<file path="src/rtl/seg_pkg.sv">
// seg_pkg: shared types and constants for the seven-segment scan controller.
// Holds the all-off segment pattern, the digit count, the scan state enum and
// the per-digit entry layout used by seg_scan_ctrl.
package seg_pkg;

  localparam logic [7:0] SEG_BLANK  = 8'hFF;
  localparam int         NUM_DIGITS = 8;

  typedef enum logic [1:0] {
    IDLE = 2'd0,
    GAP  = 2'd1,
    SHOW = 2'd2
  } state_t;

  typedef struct packed {
    logic       blank;
    logic       dp;
    logic [3:0] val;
  } digit_t;

  // Larger of two integers, used to size the shared cycle counter.
  function automatic int max_int(input int a, input int b);
    return (a > b) ? a : b;
  endfunction

endpackage

</file>
<file path="src/rtl/seg_hex_dec.sv">
// seg_hex_dec: combinational hex digit to seven-segment decoder.
// Output is active-low, ordered a..g from bit 6 down to bit 0.
module seg_hex_dec (
  input  logic [3:0] val,
  output logic [6:0] seg
);

  // Look up the active-low a..g pattern for each hex value.
  always_comb begin
    seg = 7'h7F;
    case (val)
      4'h0: seg = 7'b000_0001;
      4'h1: seg = 7'b100_1111;
      4'h2: seg = 7'b001_0010;
      4'h3: seg = 7'b000_0110;
      4'h4: seg = 7'b100_1100;
      4'h5: seg = 7'b010_0100;
      4'h6: seg = 7'b010_0000;
      4'h7: seg = 7'b000_1111;
      4'h8: seg = 7'b000_0000;
      4'h9: seg = 7'b000_0100;
      4'hA: seg = 7'b000_1000;
      4'hB: seg = 7'b110_0000;
      4'hC: seg = 7'b011_0001;
      4'hD: seg = 7'b100_0010;
      4'hE: seg = 7'b011_0000;
      4'hF: seg = 7'b011_1000;
      default: seg = 7'h7F;
    endcase
  end

endmodule

</file>
<file path="src/rtl/seg_scan_ctrl.sv">
// seg_scan_ctrl: time-multiplexed 8-digit seven-segment display scanner.
// Each digit is lit for DIV cycles, separated by BLANK all-off cycles.
// Digit values are written into a shadow set and copied into the displayed
// (active) set only at a frame boundary or while idle, so a frame never mixes
// old and new values.
// Optional feature: define SEG_SCAN_DP_EN to store and drive per-digit
// decimal points; otherwise wr_dp is ignored and the dp segment stays off.
module seg_scan_ctrl
  import seg_pkg::*;
#(
  parameter int DIV   = 1000,
  parameter int BLANK = 2
) (
  input  logic       clk,
  input  logic       rst,
  input  logic       scan_en,
  input  logic       wr_valid,
  output logic       wr_ready,
  input  logic [2:0] wr_idx,
  input  logic [3:0] wr_val,
  input  logic       wr_blank,
  input  logic       wr_dp,
  input  logic       commit,
  output logic [7:0] seg_out,
  output logic [7:0] an_out
);

  localparam int            CW         = $clog2(max_int(DIV, BLANK));
  localparam logic [CW-1:0] DIV_LAST   = CW'(DIV - 1);
  localparam logic [CW-1:0] BLANK_LAST = CW'(BLANK - 1);

  state_t        state;
  logic [CW-1:0] cnt;
  logic [2:0]    idx;
  logic          pending;

  logic          wr_fire;
  logic          commit_fire;
  logic          frame_end;
  logic          copy_now;

  digit_t        cur;
  logic [6:0]    hex_seg;

`ifdef SEG_SCAN_DP_EN
  digit_t shadow [NUM_DIGITS];
  digit_t active [NUM_DIGITS];
`else
  typedef struct packed {
    logic       blank;
    logic [3:0] val;
  } digit_nodp_t;

  digit_nodp_t shadow [NUM_DIGITS];
  digit_nodp_t active [NUM_DIGITS];

  logic unused_wr_dp;
  assign unused_wr_dp = wr_dp;
`endif

  // The write port is held off for the whole time a commit is outstanding.
  assign wr_ready    = ~pending;
  assign wr_fire     = wr_valid & wr_ready;
  assign commit_fire = commit & wr_ready;

  // Last lit cycle of digit 7 closes the frame.
  assign frame_end = (state == SHOW) && (cnt == DIV_LAST) && (idx == 3'd7);
  assign copy_now  = pending && ((state == IDLE) || frame_end);

  // Scan sequencer: IDLE -> GAP -> SHOW -> GAP ... stepping idx after each SHOW.
  always_ff @(posedge clk or posedge rst) begin
    if (rst) begin
      state <= IDLE;
      cnt   <= '0;
      idx   <= '0;
    end else if (!scan_en) begin
      state <= IDLE;
      cnt   <= '0;
      idx   <= '0;
    end else begin
      unique case (state)
        IDLE: begin
          state <= GAP;
          cnt   <= '0;
          idx   <= '0;
        end
        GAP: begin
          if (cnt == BLANK_LAST) begin
            state <= SHOW;
            cnt   <= '0;
          end else begin
            cnt <= cnt + 1'b1;
          end
        end
        SHOW: begin
          if (cnt == DIV_LAST) begin
            state <= GAP;
            cnt   <= '0;
            idx   <= idx + 3'd1;
          end else begin
            cnt <= cnt + 1'b1;
          end
        end
        default: begin
          state <= IDLE;
          cnt   <= '0;
          idx   <= '0;
        end
      endcase
    end
  end

  // Commit tracking: set on an accepted commit, cleared once the copy happens.
  always_ff @(posedge clk or posedge rst) begin
    if (rst) begin
      pending <= 1'b0;
    end else if (copy_now) begin
      pending <= 1'b0;
    end else if (commit_fire) begin
      pending <= 1'b1;
    end
  end

  // Shadow takes accepted writes; active is refreshed from shadow on a copy.
  always_ff @(posedge clk or posedge rst) begin
    if (rst) begin
      for (int i = 0; i < NUM_DIGITS; i++) begin
`ifdef SEG_SCAN_DP_EN
        shadow[i] <= '{blank: 1'b1, dp: 1'b0, val: 4'h0};
        active[i] <= '{blank: 1'b1, dp: 1'b0, val: 4'h0};
`else
        shadow[i] <= '{blank: 1'b1, val: 4'h0};
        active[i] <= '{blank: 1'b1, val: 4'h0};
`endif
      end
    end else begin
      if (wr_fire) begin
`ifdef SEG_SCAN_DP_EN
        shadow[wr_idx] <= '{blank: wr_blank, dp: wr_dp, val: wr_val};
`else
        shadow[wr_idx] <= '{blank: wr_blank, val: wr_val};
`endif
      end
      if (copy_now) begin
        for (int i = 0; i < NUM_DIGITS; i++) begin
          active[i] <= shadow[i];
        end
      end
    end
  end

  // Select the displayed digit entry; dp reads as off when it is not stored.
  always_comb begin
    cur.blank = active[idx].blank;
    cur.val   = active[idx].val;
`ifdef SEG_SCAN_DP_EN
    cur.dp    = active[idx].dp;
`else
    cur.dp    = 1'b0;
`endif
  end

  seg_hex_dec u_hex_dec (
    .val (cur.val),
    .seg (hex_seg)
  );

  // Drive anode and segment buses straight from the registered scan state.
  always_comb begin
    an_out  = SEG_BLANK;
    seg_out = SEG_BLANK;
    if (state == SHOW) begin
      an_out = ~(8'h01 << idx);
      if (!cur.blank) begin
        seg_out = {hex_seg, ~cur.dp};
      end
    end
  end

endmodule

</file>
<file path="config.mk">
export PLATFORM = sky130hd
export DESIGN_NAME = seg_scan_ctrl
export DESIGN_NICKNAME = d
export VERILOG_FILES = /design/src/rtl/seg_pkg.sv /design/src/rtl/seg_hex_dec.sv /design/src/rtl/seg_scan_ctrl.sv
export SDC_FILE = /design/constraint.sdc
export NUM_CORES = 1
export LEC_CHECK = 0
export CELL_PAD_IN_SITES_DETAIL_PLACEMENT = 0
export CELL_PAD_IN_SITES_GLOBAL_PLACEMENT = 1
export CORE_MARGIN = 4
export CORE_UTILIZATION = 39
export DETAILED_ROUTE_END_ITERATION = 10
export HOLD_SLACK_MARGIN = 0.1
export PLACE_DENSITY_LB_ADDON = 0.1
export SYNTH_ARGS = -nofsm -noshare
export SYNTH_HDL_FRONTEND = slang
export SYNTH_SLANG_ARGS = --single-unit
</file>
<file path="constraint.sdc">
create_clock -name clk -period 4.2 [get_ports clk]
set_input_delay 0.84 -clock clk [delete_from_list [all_inputs] [get_ports clk]]
set_output_delay 0.84 -clock clk [all_outputs]
set_load 0.1 [all_outputs]
</file>
### Word-level counts from Yosys, hierarchy flattened

Memory sizes are Yosys's and may differ from the RTL's.
Cells that the tools add are included.

| operators by class | value |
|---|---|
| mux-type cells | 22 |
| shift-type cells | 1 |
| eq/ne operators | 8 |
| magnitude comparators | 3 |
| bitwise operators | 6 |
| $add $sub $neg | 2 |
| reductions and logical operators | 9 |

Operator list:

| operator | number |
|---|---|
| $bwmux 40 | 1 |
| $mux 10 | 3 |
| $mux 8 | 3 |
| $pmux 10 s2 | 1 |
| $bmux 5 s3 | 1 |
| $demux 5 s3 | 1 |
| $mux 5 | 3 |
| $add 10x1->10 const B | 1 |
| $eq 10x1->1 const B | 1 |
| $eq 10x10->1 const B | 1 |
| $ge 4x4->1 const B | 2 |
| $not 3->4 | 2 |
| $not 8->8 | 1 |
| $shl 1x3->8 const A | 1 |
| $mux 2 | 3 |
| $mux 3 | 2 |
| $pmux 2 s3 | 1 |
| $pmux 3 s2 | 1 |
| $logic_and 1x1->1 | 4 |
| $lt 4x1->1 const B | 1 |
| $reduce_and 2->1 | 2 |
| $add 3x1->3 const B | 1 |
| $eq 3x3->1 const B | 1 |
| $ne 3x2->1 const B | 1 |
| 10 further kinds | 12 |

| word-level totals | value |
|---|---|
| output and inout port bits | 17 |
| bits in read-only memories | 112 |
| flip-flop bits (word level) | 96 |
| memories kept | 1 |

Memories:

| name | words | width | read ports | clocked after memory_dff | write ports | RTL line | RTL |
|---|---|---|---|---|---|---|---|
| (name not given) | 16 | 7 | 1 | 0 | 0 | seg_hex_dec.sv:11 | `case (val)` |

### Depth between registers and ports, before layout

Gate-level depths: netlist of run 1.
An unclocked memory read counts as a cell.

| depth | value |
|---|---|
| word-level depth | 7 |
| gate-level depth with buffers | 11 |
| mapped depth without buffers | 9 |

### Hierarchy

A second synthesis of run 1 with hierarchy kept.

| second synthesis, totals | value |
|---|---|
| cell total of the unflattened synthesis | 357 |
| area, all modules | 4890.9 um^2 |

Modules (own cells, without submodules):

| module | area each (um^2) | cells each | seq. area each (um^2) | instances |
|---|---|---|---|---|
| seg_scan_ctrl | 4643.2 | 322 | 2422.3 | 1 |
| seg_hex_dec | 247.7 | 35 | 0.0 | 1 |

### Least setup slack after synthesis of run 1

No wires, ideal clock.

| timing path | value |
|---|---|
| path kind | reg2out |
| start point | register idx[0] |
| end point | output seg_out[4] |
| data arrival time | 4035 ps |
| slack | -675 ps |
| data required time | 3360 ps |
| cell stages (with the launch flop) | 8 |
| path buffers | 1 |
| cells stage by stage | dfrtp_1 buf_6 mux4_1 mux2i_1 ha_1 nor3_1 a211oi_1 o21ai_0 |

| between the ends | value |
|---|---|
| cells in the longest elaborated chain, start to end | 7 |

RTL lines:

| item | RTL line | RTL |
|---|---|---|
| start, declared | seg_scan_ctrl.sv:34 | `logic [2:0] idx;` |
| start signal, assigned | seg_scan_ctrl.sv:99 | `idx <= idx + 3'd1;` |
| $not 3->4 (not written as such) (*) | seg_scan_ctrl.sv:154, seg_scan_ctrl.sv:155 |  |
| $bmux 5 s3 (*) | seg_scan_ctrl.sv:154, seg_scan_ctrl.sv:155 |  |
| $mux 5 (not written as such) (*) (2 in a row) | seg_scan_ctrl.sv:155 | `cur.val = active[idx].val;` |
| $mem_v2 16x7 | n/a |  |
| $mux 8 (*) | seg_scan_ctrl.sv:174 | `if (!cur.blank) begin` |
| $mux 8 (*) | seg_scan_ctrl.sv:172 | `if (state == SHOW) begin` |
| end, declared | seg_scan_ctrl.sv:24 | `output logic [7:0] seg_out,` |

Every way passes the cells marked *; elsewhere a longest branch is shown, timed or not. The select of a mux whose other input is x is not followed.

### Worst setup path in the final report of run 1

| timing path | value |
|---|---|
| start point | register idx[1] |
| end point | output seg_out[3] |

The elaborated chain is that of the path after synthesis.

==> results of run 1 <==
## cells by family (layout without fill, tap and decap cells)
kind of cell | after synthesis | count (layout) | synth area share
other cells | 1 | 1 | 0.000777
flops | 96 | 96 | 0.502
simple gates | 77 | 77 | 0.0837
buf+inv | 23 | 61 | 0.0334
fa+ha+maj | 18 | 18 | 0.0467
mux | 101 | 101 | 0.282
xor+xnor | 9 | 9 | 0.0163
compound gates | 21 | 21 | 0.0350
## worst max path at each step
| stage | start | endpoint | cells after the start |
|---|---|---|---|
| 2_1_floorplan | idx[0] | seg_out[5] | 6 |
| 3_3_place_gp | idx[1] | seg_out[3] | 7 |
| 3_5_place_dp | idx[1] | seg_out[3] | 7 |
| 4_1_cts | idx[1] | seg_out[3] | 7 |
| 5_1_grt | idx[1] | seg_out[4] | 7 |
| 6_report | idx[1] | seg_out[3] | 7 |
## per-layer routing
| layer | part of all wire | track usage | up-vias |
|---|---|---|---|
| met5 | 0 | 0 | - |
| met4 | 0.013 | 0.0456 | 0 |
| met3 | 0.030 | 0.0337 | 10 |
| met2 | 0.43 | 0.204 | 38 |
| met1 | 0.53 | 0.203 | 1373 |
| li1 | - | - | 1309 |
## worst register-to-register path, cell delays in order (launching register included)
cell and delay [ps]:
dfrtp_1 680, ha_1 280, ha_1 150, nand2_1 80, nor2_2 150, o21a_4 660, mux2_1 410
## layout make-up
class | instances | area [sq um] | area share
Clock buffer | 11 | 243 | 0.0434
Timing Repair Buffer | 34 | 388 | 0.0693
Tap cell | 168 | 210 | 0.0376
Inverter | 11 | 42.5 | 0.00760
Sequential cell | 96 | 2420 | 0.433
Multi-Input combinational cell | 227 | 2260 | 0.403
Clock inverter | 5 | 32.5 | 0.00582
## stage by stage
step / total power, uW / cells / area (sq um) / setup WS [ps]
6_report: 4010 / 552 / 5590 / 306
5_1_grt: 4240 / 552 / 5590 / 59.8
4_1_cts: 4060 / 552 / 5590 / 212
3_5_place_dp: 3280 / 536 / 5320 / 589
3_3_place_gp: 3240 / 536 / 5320 / 634
2_1_floorplan: 2990 / 346 / 4840 / 47.0
## flip-flops by register name (all words and copies together), names as in the netlist
| name | flops |
|---|---|
| active | 40 |
| cnt | 10 |
| idx | 3 |
| pending | 1 |
| shadow | 40 |
| state | 2 |
## power by group
group	internal (uW)	switching, uW	total, uW
registers	1390	215	1600
logic	878	766	1640
clock network	417	344	761
total	2680	1330	4010
## layout by cell type, fill, tap and decap left out, drive strengths merged, types with 2 or more instances in the layout
cell type	n
a211oi	2
a21oi	4
a22oi	2
and2	4
and3	6
buf	21
clkbuf	11
clkdlybuf4s50	13
clkinv	7
dfrtp	80
dfstp	16
ha	18
inv	9
mux2	83
mux2i	10
mux4	8
nand2	15
nand2b	2
nand3	11
nand3b	3
nand4	2
nor2	19
nor2b	6
nor3	4
nor3b	3
o211ai	2
o21ai	2
o221ai	3
xnor2	6
xor2	3
==> results.md, run 1 <==
- Max Clk Rate: 0.257 GHz
- Gate count after technology mapping: 346
- Post-Syn Nets: 378
- R2R Path End: active[2]
- Status: complete, no violations
- Slew @ Worst Pin: 1010 ps
- Max_cap viols: 0
- Worst R2R Start: idx[1]
- Synth top cells by count: dfrtp_1 (80), mux2_2 (43), mux2_4 (31), ha_1 (18), nor2_1 (18)
- Port Buffer Count: 28
- Total gr overflow: 0
- CTS tree: yes
- Core area: 12,100 sq um
- Netlist cell types: 52
- Post_cts resized: 0
- Detailed-route via count: 2,730
- FF+latch count, synth: 96
- Layout cells sized above 1: 0.367
- Max Buffers Root-to-Sink: 2
- Delay-heaviest family, CP: multiplexers
- Antenna Nets Post-Route: 0
- Largest net degree at the start of global routing: 58
- Violation count after the first detailed-route iteration: 164
- Hold Crit Depth: 1
- Yosys top cell area share: 0.415
- Worst Path Buf+Inv: 2
- PwrDens: 716 nW/um^2
- Die Y-Extent: 119 um
- Total negative setup slack: 0 ps
- Number of enable flip-flop cells after synthesis: 0
- Synth Flop Type: dfrtp_1
- Clock Skews: 7.40 ps
- Setup crit start kind: flop
- Synth async-reset ratio: 1.00
- Mapped Avg Cell Area: 14.0 sq um
- Die width: 119 um
- Initial antenna violation count: 0
- Htree depth: 3
- Post-DP HPWL: 6.35 mm
- Row count: 40
- Clock sink count: 96
- Worst-path clk slew: 70 ps
- RSZ-0062 raised after global routing: false
- First-pass DRT Iterations: 4
- Vias in the first global route: 2,812
- Hold Path Sink: active[2]
- CP Capture Type: primary output
- Period minus WS final: 3890 ps
- Worst-case reg-to-reg path depth: 6
- Nets: 411
- Max incr delay on CP: 680 ps
- Final Max Slew Viols: 0
- Final Hold Fails: 0
- Vias per cell: 4.95
- CP max FO: 11
- First-pass GRT wire length: 15.4 mm
- Tcrit/Tclk final: 0.927
- Routed len/inst: 16.9 um
- Most frequent cell after synthesis: dfrtp_1
- Final core occ: 0.464
- I/O pin total: 31
- TritonCTS Buffers: 9
- Dominant cell type by area after synthesis: dfrtp_1
- Worst path slowest cell: dfrtp_1
- # fillers: 1,053
- Synth top area cells: dfrtp_1 (41%), mux2_2 (10%), mux2_4 (9.6%)
- Yosys Warn Count: 0
- Inserted Diodes: 0
- Drt drc: 0
- Worst EP required: 3360 ps
- Area grow syn2layout: 15.9%
- CP Cell Sequence: mux4_1, mux2i_1, inv_1, ha_1, o211ai_1, o311ai_2, buf_12
- Drt total wl: 9.32 mm
- Placer Congestion: 0.742
- # hold bufs at CTS: 0
- Crit path kind: flop to primary output
- Worst hold margin: 485 ps
- All-layer global routing usage: 0.140
- Clock root buffer: clkbuf_16
- Die ar.: 14,200 sq um
- Leakage: 0.00245 uW
- R2r setup slk: 1660 ps
- Final setup violation count: 0
- Crit path DAT: 3050 ps
- Min-delay src: active[2]
- Register area share after synthesis: 0.502
- Synth Cell Area: 4830 sq um
- Clock Latency Late Sink: 340 ps
- Maximum VDD drop: 0.363 mV
- Post-CTS Setup Bufs: 0
- Hold Crit Class: flop to flop
- Initial Utilization: 0.400
- Rel. slew slack: 0.324
Note: power is estimated with default switching activity, not from simulation.
==> inputs of run 2 (changes only) <==
clock period = 3.1 ns   (was 4.2 ns; I/O delays follow)
==> run 2 against run 1 <==
Against the previous run: the run now ends with setup timing left; largest power group unchanged; highest routed layer unchanged; via count grew 5.8%; setup slack got worse by 400 ps; clock skew decreased by 1.9 ps.
==> results.md, run 2 (same netlist as run 1, synthesis figures left out) <==
- Antenna Nets Post-Route: 0 (unchanged)
- Drt drc: 0 (unchanged)
- Violation count after the first detailed-route iteration: 125 (-24%)
- Setup crit start kind: flop
- Port Buffer Count: 28 (unchanged)
- Final setup violation count: 6 (+6)
- Tcrit/Tclk final: 1.03
- CP Capture Type: primary output
- Drt total wl: 9.84 mm (+5.5%)
- Area grow syn2layout: 27.6%
- Worst R2R Start: idx[0]
- Crit path DAT: 2570 ps (-480 ps)
- Clock Skews: 5.54 ps (-1.86 ps)
- Total power: 6020 uW (+50%)
- Die width: 119 um (unchanged)
- Final Hold Fails: 0 (unchanged)
- Vias per cell: 4.97 (+0.47%)
- # hold bufs at CTS: 0 (unchanged)
- Die ar.: 14,200 sq um (unchanged)
- Status: finished with violations
- Max Buffers Root-to-Sink: 2 (unchanged)
- Die Y-Extent: 119 um (unchanged)
- Initial antenna violation count: 0 (unchanged)
- Detailed-route via count: 2,887 (+5.8%)
- Nets: 440 (+7.1%)
- First-pass DRT Iterations: 4 (unchanged)
- Period minus WS final: 3190 ps
- Worst-path clk slew: 60 ps (about the same)
- Top Registers: active: 40 flops, shadow: 40 flops, cnt: 10 flops
- Row count: 40 (unchanged)
- I/O pin total: 31 (unchanged)
- TritonCTS Buffers: 9 (unchanged)
- Layout cells sized above 1: 0.492 (+0.124)
- Total negative setup slack: -396 ps (-396 ps)
- Hold Crit Class: flop to flop
- Clock Latency Late Sink: 350 ps (about the same)
- Final Max Slew Viols: 0 (unchanged)
- Final setup margin: -91.7 ps (-398 ps)
- Worst-case reg-to-reg path depth: 10 (+4)
- Final core occ: 0.511 (+0.0468)
- Initial Utilization: 0.400 (unchanged)
- CP max FO: 6 (-5)
- Most frequent cells in the layout: dfrtp_1 (79), mux2_2 (43), mux2_4 (31)
- Critical Path End: seg_out[4]
- Most common cell after layout, fill and taps aside: dfrtp_1
- Clock root buffer: clkbuf_16
- R2r setup slk: 560 ps (-1100 ps)
- Maximum VDD drop: 0.431 mV (+19%)
- Largest net degree at the start of global routing: 39 (-33%)
- Max_cap viols: 0 (unchanged)
- Worst EP required: 2480 ps (-880 ps)
- RSZ-0062 raised after global routing: true
- R2R Path End: active[35]
- Post-DP HPWL: 6.53 mm (+3.0%)
- Clock sink count: 96 (unchanged)
- Htree depth: 3 (unchanged)
- All-layer global routing usage: 0.150 (+0.0107)
- Placer Congestion: 0.737 (-0.59%)
- PwrDens: 978 nW/um^2 (+36%)
- Slew @ Worst Pin: 584 ps (-429 ps)
- Total gr overflow: 0 (unchanged)
- Failing checks: setup timing
- Routed len/inst: 16.9 um (+0.28%)
- CTS tree: yes
- Vias in the first global route: 3,010 (+7.0%)
- # fillers: 1,059 (+0.57%)
- Leakage: 0.00261 uW (+6.7%)
- Inserted Diodes: 0 (unchanged)
- Crit path kind: flop to primary output
- First-pass GRT wire length: 16.3 mm (+6.0%)
- Setup crit start: idx[0]
- Core area: 12,100 sq um (unchanged)
- Max Clk Rate: 0.313 GHz
- Worst hold margin: 484 ps (-1.76 ps)
- Rel. slew slack: 0.610 (+0.286)
## run 2: cell types whose count changed in the layout (fill, tap and decap cells not counted), moves of 4 or more
cell      previous run  this run
buf_4               13        28
buf_12               8        17
ha_1                18        12
buf_6                0         5
clkbuf_1             1         5
ha_4                 0         4
mux4_1               5         1
mux4_2               3         7
## run 2: metal layers
layer,GRT usage,part of all wire,up-vias
met5,0,0,-
met4,0.0478,0.016,0
met3,0.0423,0.035,13
met2,0.224,0.45,44
met1,0.211,0.50,1474
li1,-,-,1356
## run 2: cell type report
class | instances | area, sq um | share of cell area
multi-input combinational | 227 | 2480 | 0.403
tap | 168 | 210 | 0.0341
clock buffer | 14 | 244 | 0.0396
clock inverter | 2 | 10.0 | 0.00163
sequential | 96 | 2420 | 0.394
inverter | 11 | 46.3 | 0.00752
timing repair buffer | 63 | 742 | 0.120
## run 2: how the worst min path moves through the flow
stage	startpoint	endpoint	slack, ps	cells after the start
global route	active[6]	active[6]	490	1
global placement	active[35]	active[35]	460	1
CTS	active[6]	active[6]	490	1
finish	active[36]	active[36]	480	1
floorplan	active[2]	active[2]	450	1
detailed placement	active[6]	active[6]	470	1
## run 2: metrics by stage
stage,std cells,worst slack [ps],cell area [sq um]
after floorplan,346,-531,4950
after global placement,548,108,5610
after detailed placement,548,97.2,5610
after CTS,580,-93.5,6110
after global routing,581,-169,6160
final,581,-91.7,6160
## run 2: timing repair
action | 4_1_cts | 5_1_grt
endpoints found under the hold margin | 0 | 0
setup endpoints to repair | 7 | 7
resized for setup | 32 | 8
pin swaps | 11 | 5
buffers inserted | 16 | 1
gates cloned | 0 | 0
## run 2: where the power goes
part	switching (uW)	total (uW)	internal [uW]
sequential	287	2170	1880
clock	447	990	543
combinational	1300	2860	1560
total	2030	6020	3990
## run 2: critical path, cell delays in order (launching register included)
cell and delay, ps:
dfrtp_1 370, buf_12 140, mux4_2 530, mux2i_4 240, buf_6 170, ha_4 210, nor3_4 120, a211oi_2 60
o21ai_2 160, buf_12 190
